===== src/rtl/key_result_display.sv =====
// key_result_display: latches the winning RC4 key and drives six HEX digits plus LEDR.
// While searching, the displayed key is a snapshot refreshed every REFRESH_DIV cycles; when the
// key space is exhausted the digits show dashes and LEDR[9] blinks.
// Optional feature macro: PROGRESS_BAR_EN (LEDR[7:0] thermometer of search progress).
module key_result_display #(
    parameter int unsigned REFRESH_DIV = 5_000_000,
    parameter int unsigned BLINK_DIV   = 25_000_000
) (
    input  logic        clk,
    input  logic        reset_n,
    input  logic [23:0] secret_key,
    input  logic        search_active,
    input  logic        key_found,
    input  logic        key_exhausted,
    output logic [6:0]  HEX0,
    output logic [6:0]  HEX1,
    output logic [6:0]  HEX2,
    output logic [6:0]  HEX3,
    output logic [6:0]  HEX4,
    output logic [6:0]  HEX5,
    output logic [9:0]  LEDR,
    output logic [23:0] found_key,
    output logic        result_valid
);

    localparam int unsigned RefW   = $clog2(REFRESH_DIV);
    localparam int unsigned BlinkW = $clog2(BLINK_DIV);
    localparam logic [RefW-1:0]   RefLast   = RefW'(REFRESH_DIV - 1);
    localparam logic [BlinkW-1:0] BlinkLast = BlinkW'(BLINK_DIV - 1);
    localparam logic [6:0] SegBlank = 7'h7F;
    localparam logic [6:0] SegDash  = 7'h3F;

    typedef enum logic [1:0] {
        StIdle,
        StSearching,
        StFound,
        StExhausted
    } state_e;

    state_e state_q, state_d;

    logic [23:0]       found_key_q, found_key_d;
    logic              result_valid_q, result_valid_d;
    logic [23:0]       snap_q, snap_d;
    logic [RefW-1:0]   ref_cnt_q, ref_cnt_d;
    logic [BlinkW-1:0] blink_cnt_q, blink_cnt_d;
    logic              blink_q, blink_d;
    logic [5:0][6:0]   hex_q, hex_d;
    logic              status_q, status_d;
    logic              latch_found;

    // Active-low seven-segment encoding, gfedcba.
    function automatic logic [6:0] hex7(input logic [3:0] n);
        logic [6:0] seg;
        unique case (n)
            4'h0: seg = 7'h40;
            4'h1: seg = 7'h79;
            4'h2: seg = 7'h24;
            4'h3: seg = 7'h30;
            4'h4: seg = 7'h19;
            4'h5: seg = 7'h12;
            4'h6: seg = 7'h02;
            4'h7: seg = 7'h78;
            4'h8: seg = 7'h00;
            4'h9: seg = 7'h10;
            4'hA: seg = 7'h08;
            4'hB: seg = 7'h03;
            4'hC: seg = 7'h46;
            4'hD: seg = 7'h21;
            4'hE: seg = 7'h06;
            default: seg = 7'h0E;
        endcase
        return seg;
    endfunction

    // Next state: a found key wins over exhaustion; terminal states ignore all strobes.
    always_comb begin
        state_d = state_q;
        unique case (state_q)
            StIdle: begin
                if (key_found)          state_d = StFound;
                else if (key_exhausted) state_d = StExhausted;
                else if (search_active) state_d = StSearching;
            end
            StSearching: begin
                if (key_found)           state_d = StFound;
                else if (key_exhausted)  state_d = StExhausted;
                else if (!search_active) state_d = StIdle;
            end
            default: state_d = state_q;
        endcase
    end

    // Result latch: captured once on the accepted key_found strobe.
    always_comb begin
        latch_found    = key_found && (state_q == StIdle || state_q == StSearching);
        found_key_d    = latch_found ? secret_key : found_key_q;
        result_valid_d = result_valid_q | latch_found;
    end

    // Refresh divider and live-key snapshot; divider only runs while staying in SEARCHING.
    always_comb begin
        ref_cnt_d = '0;
        snap_d    = snap_q;
        if (state_q == StSearching && state_d == StSearching) begin
            if (ref_cnt_q == RefLast) begin
                snap_d = secret_key;
            end else begin
                ref_cnt_d = ref_cnt_q + RefW'(1);
            end
        end
        if (state_q == StIdle && state_d == StSearching) begin
            snap_d = secret_key;
        end
    end

    // Free-running blink divider.
    always_comb begin
        blink_d = blink_q;
        if (blink_cnt_q == BlinkLast) begin
            blink_cnt_d = '0;
            blink_d     = ~blink_q;
        end else begin
            blink_cnt_d = blink_cnt_q + BlinkW'(1);
        end
    end

    // Display contents, registered one cycle behind the state they reflect.
    always_comb begin
        hex_d    = {6{SegBlank}};
        status_d = 1'b0;
        unique case (state_q)
            StSearching: begin
                for (int i = 0; i < 6; i++) hex_d[i] = hex7(snap_q[4*i +: 4]);
                status_d = blink_q;
            end
            StFound: begin
                for (int i = 0; i < 6; i++) hex_d[i] = hex7(found_key_q[4*i +: 4]);
                status_d = 1'b1;
            end
            StExhausted: begin
                hex_d    = {6{SegDash}};
                status_d = blink_q;
            end
            default: begin
                hex_d    = {6{SegBlank}};
                status_d = 1'b0;
            end
        endcase
    end

    // Core state registers.
    always_ff @(posedge clk or negedge reset_n) begin
        if (!reset_n) begin
            state_q        <= StIdle;
            found_key_q    <= '0;
            result_valid_q <= 1'b0;
            snap_q         <= '0;
            ref_cnt_q      <= '0;
            blink_cnt_q    <= '0;
            blink_q        <= 1'b0;
            hex_q          <= {6{SegBlank}};
            status_q       <= 1'b0;
        end else begin
            state_q        <= state_d;
            found_key_q    <= found_key_d;
            result_valid_q <= result_valid_d;
            snap_q         <= snap_d;
            ref_cnt_q      <= ref_cnt_d;
            blink_cnt_q    <= blink_cnt_d;
            blink_q        <= blink_d;
            hex_q          <= hex_d;
            status_q       <= status_d;
        end
    end

`ifdef PROGRESS_BAR_EN
    logic [7:0] bar_q, bar_d;

    // Thermometer of snapshot[23:21]+1 while searching; held in terminal states.
    always_comb begin
        bar_d = bar_q;
        unique case (state_q)
            StIdle:      bar_d = 8'h00;
            StSearching: bar_d = 8'hFF >> (3'd7 - snap_q[23:21]);
            default:     bar_d = bar_q;
        endcase
    end

    // Progress bar register.
    always_ff @(posedge clk or negedge reset_n) begin
        if (!reset_n) bar_q <= 8'h00;
        else          bar_q <= bar_d;
    end

    assign LEDR[7:0] = bar_q;
`else
    assign LEDR[7:0] = 8'h00;
`endif

    assign LEDR[9]      = status_q;
    assign LEDR[8]      = result_valid_q;
    assign found_key    = found_key_q;
    assign result_valid = result_valid_q;
    assign HEX0 = hex_q[0];
    assign HEX1 = hex_q[1];
    assign HEX2 = hex_q[2];
    assign HEX3 = hex_q[3];
    assign HEX4 = hex_q[4];
    assign HEX5 = hex_q[5];

endmodule


===== config.mk =====
export PLATFORM = sky130hd
export DESIGN_NAME = key_result_display
export DESIGN_NICKNAME = d
export VERILOG_FILES = /design/src/rtl/key_result_display.sv
export SDC_FILE = /design/constraint.sdc
export NUM_CORES = 1
export LEC_CHECK = 0
export BUFFER_PORTS_ARGS = -buffer_cell sky130_fd_sc_hd__buf_4
export CELL_PAD_IN_SITES_DETAIL_PLACEMENT = 1
export CELL_PAD_IN_SITES_GLOBAL_PLACEMENT = 1
export CORE_ASPECT_RATIO = 1.4
export CORE_MARGIN = 1
export CORE_UTILIZATION = 41
export DETAILED_ROUTE_END_ITERATION = 10
export PLACE_DENSITY = 0.79
export SYNTH_ARGS = -nofsm -noshare
export SYNTH_HDL_FRONTEND = slang
export SYNTH_SLANG_ARGS = --single-unit

===== constraint.sdc =====
create_clock -name clk -period 1.95 [get_ports clk]
set_input_delay 0.39 -clock clk [delete_from_list [all_inputs] [get_ports clk]]
set_output_delay 0.39 -clock clk [all_outputs]
set_load 0.05 [all_outputs]

==> impl_results.md <==
- Min Tclk post-route: between 1.5 and 2 ns
- Initial antenna violation count: 0
- Nets@finish: ~1200
- Largest net degree at the start of global routing: 40
- First-pass iteration count of the detailed router: 4
- Detail Placement HPWL: between 15000 and 20000 um
- Top cell type's share of synthesized area: 28.6%
- PwrDens: 776 nW/um^2
- Clk pin slew, worst setup/hold paths: 0.07 ns
- DR vias/cell: 5.60
- Leakage: 4.70 nW
- Worst-Skew Late Latency: 0.43 ns
- Sequential share of power: 39.9%
- Routed WL: 25200 um
- Core Rows: 63
- Synthesized instance count: 931
- Max cap viols: 0
- Layout cells sized above 1: 26.5%
- Synth unique cells: 51
- Commonest non-fill, non-tap cells in the layout: buf_4 (135), o21ai_0 (101), dfrtp_1 (100), ha_1 (85), nand2_1 (66)
- Final instance area: 10800 sq um
- Final Hold Vio Count: 0
- Post-DP Area: 10000 sq um
- Commonest non-fill, non-tap cell in the layout: buf_4
- Main area contributors after synthesis: dfrtp_1 (29%), dfstp_2 (12%), ha_1 (12%)
- Int Pwr: 5.80 mW
- Post-synth EDFFs: 0
- Worst hold path type: input port to register
- Required time of the critical path: 2.26 ns
- Die ar.: 22200 sq um
- Synth area leader: dfrtp_1
- Initial core utilization: around two fifths
- Worst-case vdd ir drop: 0.569 mV
- Synth-to-layout area growth: 22.6%
- Register area share after synthesis: roughly two fifths
- Antenna cell count: 0
- Io pins: ~110
- Unrepaired setup endpoints after global routing: yes
- # DRC: 0
- Ys flop type: dfrtp_1
- Register bit total from synthesis: around 140
- Fin crit share: 99.6%
- CTS tree: built
- Gr ovfl total: 0
- Gr usage total: 23.2%
- Die height: 176 um
- Psw: 2.61 mW
- Signal arrival time at the worst endpoint: 2.25 ns
- Floorplan core area: 21200 sq um
- Clock sink total: 143
- Die W: 126 um
- TNS Setup: 0 ns
- CTS root buffer: clkbuf_16
- CP Max Fanout: 12
- Net Sw Frac: between 30% and 40%
- Htree depth: 4
- Detail Route Antenna Nets: 0
- Final setup viols: 0
- Vias: 7336
- Worst Path Class, Setup: register to register
- First-pass GRT wire length: 40200 um
- Critical Path Source Type: register
- Worst Setup End Kind: register
- Initial drt markers: 390
- IO buf count: 97
- Mapped Area: 8840 sq um
- Post-synth ARST share: between 90% and 100%
- Clock power frac: 41.0%
- Max clock buf depth: 2
- Comb power frac: 19.0%
- Mean Syn Cell Area: 9.50 sq um
- Status: completed
- Worst Tran Pin Value: approximately 0.53 ns
- Final setup skew: 0.0106 ns
- Synth warn: 0
- Slew HR: 64.4%
- CTS buffer count: 17
- Gp weighted congestion: 0.918
- Wirelength per Cell: 19.2 um
- Fmax: 0.515 GHz
- Slew Viols, Final: 0
- Vias in the first global route: 7787
==> final timing paths <==
kind / end / depth (start not counted) / slack, ns / startpoint
worst max-delay path: snap_q[8]$_DFFE_PN0P_ / 6 / 0.007 / ref_cnt_q[1]$_DFF_PN0_
worst min-delay path: found_key[20]$_DFFE_PN0P_ / 3 / 0.17 / secret_key[20]
worst max register to register: snap_q[8]$_DFFE_PN0P_ / 6 / 0.007 / ref_cnt_q[1]$_DFF_PN0_
worst min register to register: blink_cnt_q[4]$_DFF_PN0_ / 1 / 0.47 / blink_cnt_q[4]$_DFF_PN0_
max in group asynchronous: HEX2[3]$_DFF_PN1_ / 3 / 0.90 / reset_n
min in group asynchronous: found_key[16]$_DFFE_PN0P_ / 2 / 0.44 / reset_n
==> state kept, by name, summed over array words and instances (netlist names) <==
name and cells:
snap_q 24, HEX1 7, ref_cnt_q 23, state_q 2
result_valid 1, HEX5 7, blink_cnt_q 25, HEX2 7
HEX4 7, HEX3 7, blink_q 1, found_key 24
status_q 1, HEX0 7
==> power by group through the flow <==
| stage | Sequential (mW) | Clock, mW | Combinational [mW] |
|---|---|---|---|
| CTS | 3.36 | 3.53 | 1.61 |
| global placement | 3.40 | 0 | 1.56 |
| floorplan | 3.81 | 0 | 0.631 |
| finish | 3.36 | 3.45 | 1.60 |
| global route | 3.39 | 3.63 | 1.72 |
| detailed placement | 3.41 | 0 | 1.59 |
==> layout make-up <==
cell class / instances / area, sq um
fillers: 2366 / 10400
multi-input cells: 675 / 4880
flip-flops and latches: 143 / 3630
repair buffers: 144 / 1180
clock buffers: 21 / 460
well taps: 260 / 325
inverters: 56 / 210
clock inverters: 11 / 156
==> per-layer routing <==
metal  GRT usage (%)  up-vias  share of wire (%)
met5               0        -                  0
met4            9.54        0                2.7
met3            4.66       50                3.0
met2            43.3      115                 55
met1            25.4     3705                 40
li1                -     3466                  -
==> synth_stat cells (all sizes together) (10+ instances only) <==
cell      n
nand2b   11
a22oi    14
nor3     19
nand2    66
a211oi   12
xnor2    20
a31oi    10
inv      56
dfstp    42
ha       86
o21ai   103
nand3    21
nor2     54
a21oi    65
or4      12
mux2     34
o31ai    17
clkbuf   46
dfrtp   101
buf      18
nor2b    20
==> per-stage QoR <==
stage	instances	hold WS (ns)	setup slack, ns	util [%]	total power [mW]
final	1310	0.174	0.00709	51.2	8.41
after global routing	1310	0.186	-0.0657	51.2	8.74
after CTS	1307	0.158	0.0109	50.4	8.49
after detailed placement	1274	0.330	-0.0425	47.4	5.00
after global placement	1274	0.328	-0.0325	47.4	4.96
after floorplan	938	0.0944	0.0106	-	4.44
==> repair_timing <==
action | CTS | global route
pin swaps | 0 | 2
setup buffers | 0 | 2
cloned | 0 | 1
gates resized for setup | 2 | 23
setup endpoints to repair | 6 | 43
hold buffers | 1 | 0
endpoints found under the hold margin | 15 | 0
==> worst max-delay path: stages (launching register included) <==
cell and delay, ns:
dfrtp_1 0.40, ha_2 0.23, nand3_2 0.11, nand4bb_4 0.27, o21ai_4 0.23, clkbuf_16 0.23
mux2_2 0.34
==> logic make-up after synthesis <==
logic type / Yosys count / share of synthesized area, %
AO/OA/AOI/OAI: 246 / 16.3
XOR/XNOR: 29 / 2.87
adder cells (fa/ha/maj): 86 / 12.2
buffers and inverters: 120 / 5.62
flip-flops: 143 / 41.1
multiplexers: 44 / 6.45
other: 1 / 0.0424
AND/OR/NAND/NOR: 262 / 15.5
No activity file was read; power rests on OpenSTA's default activity.
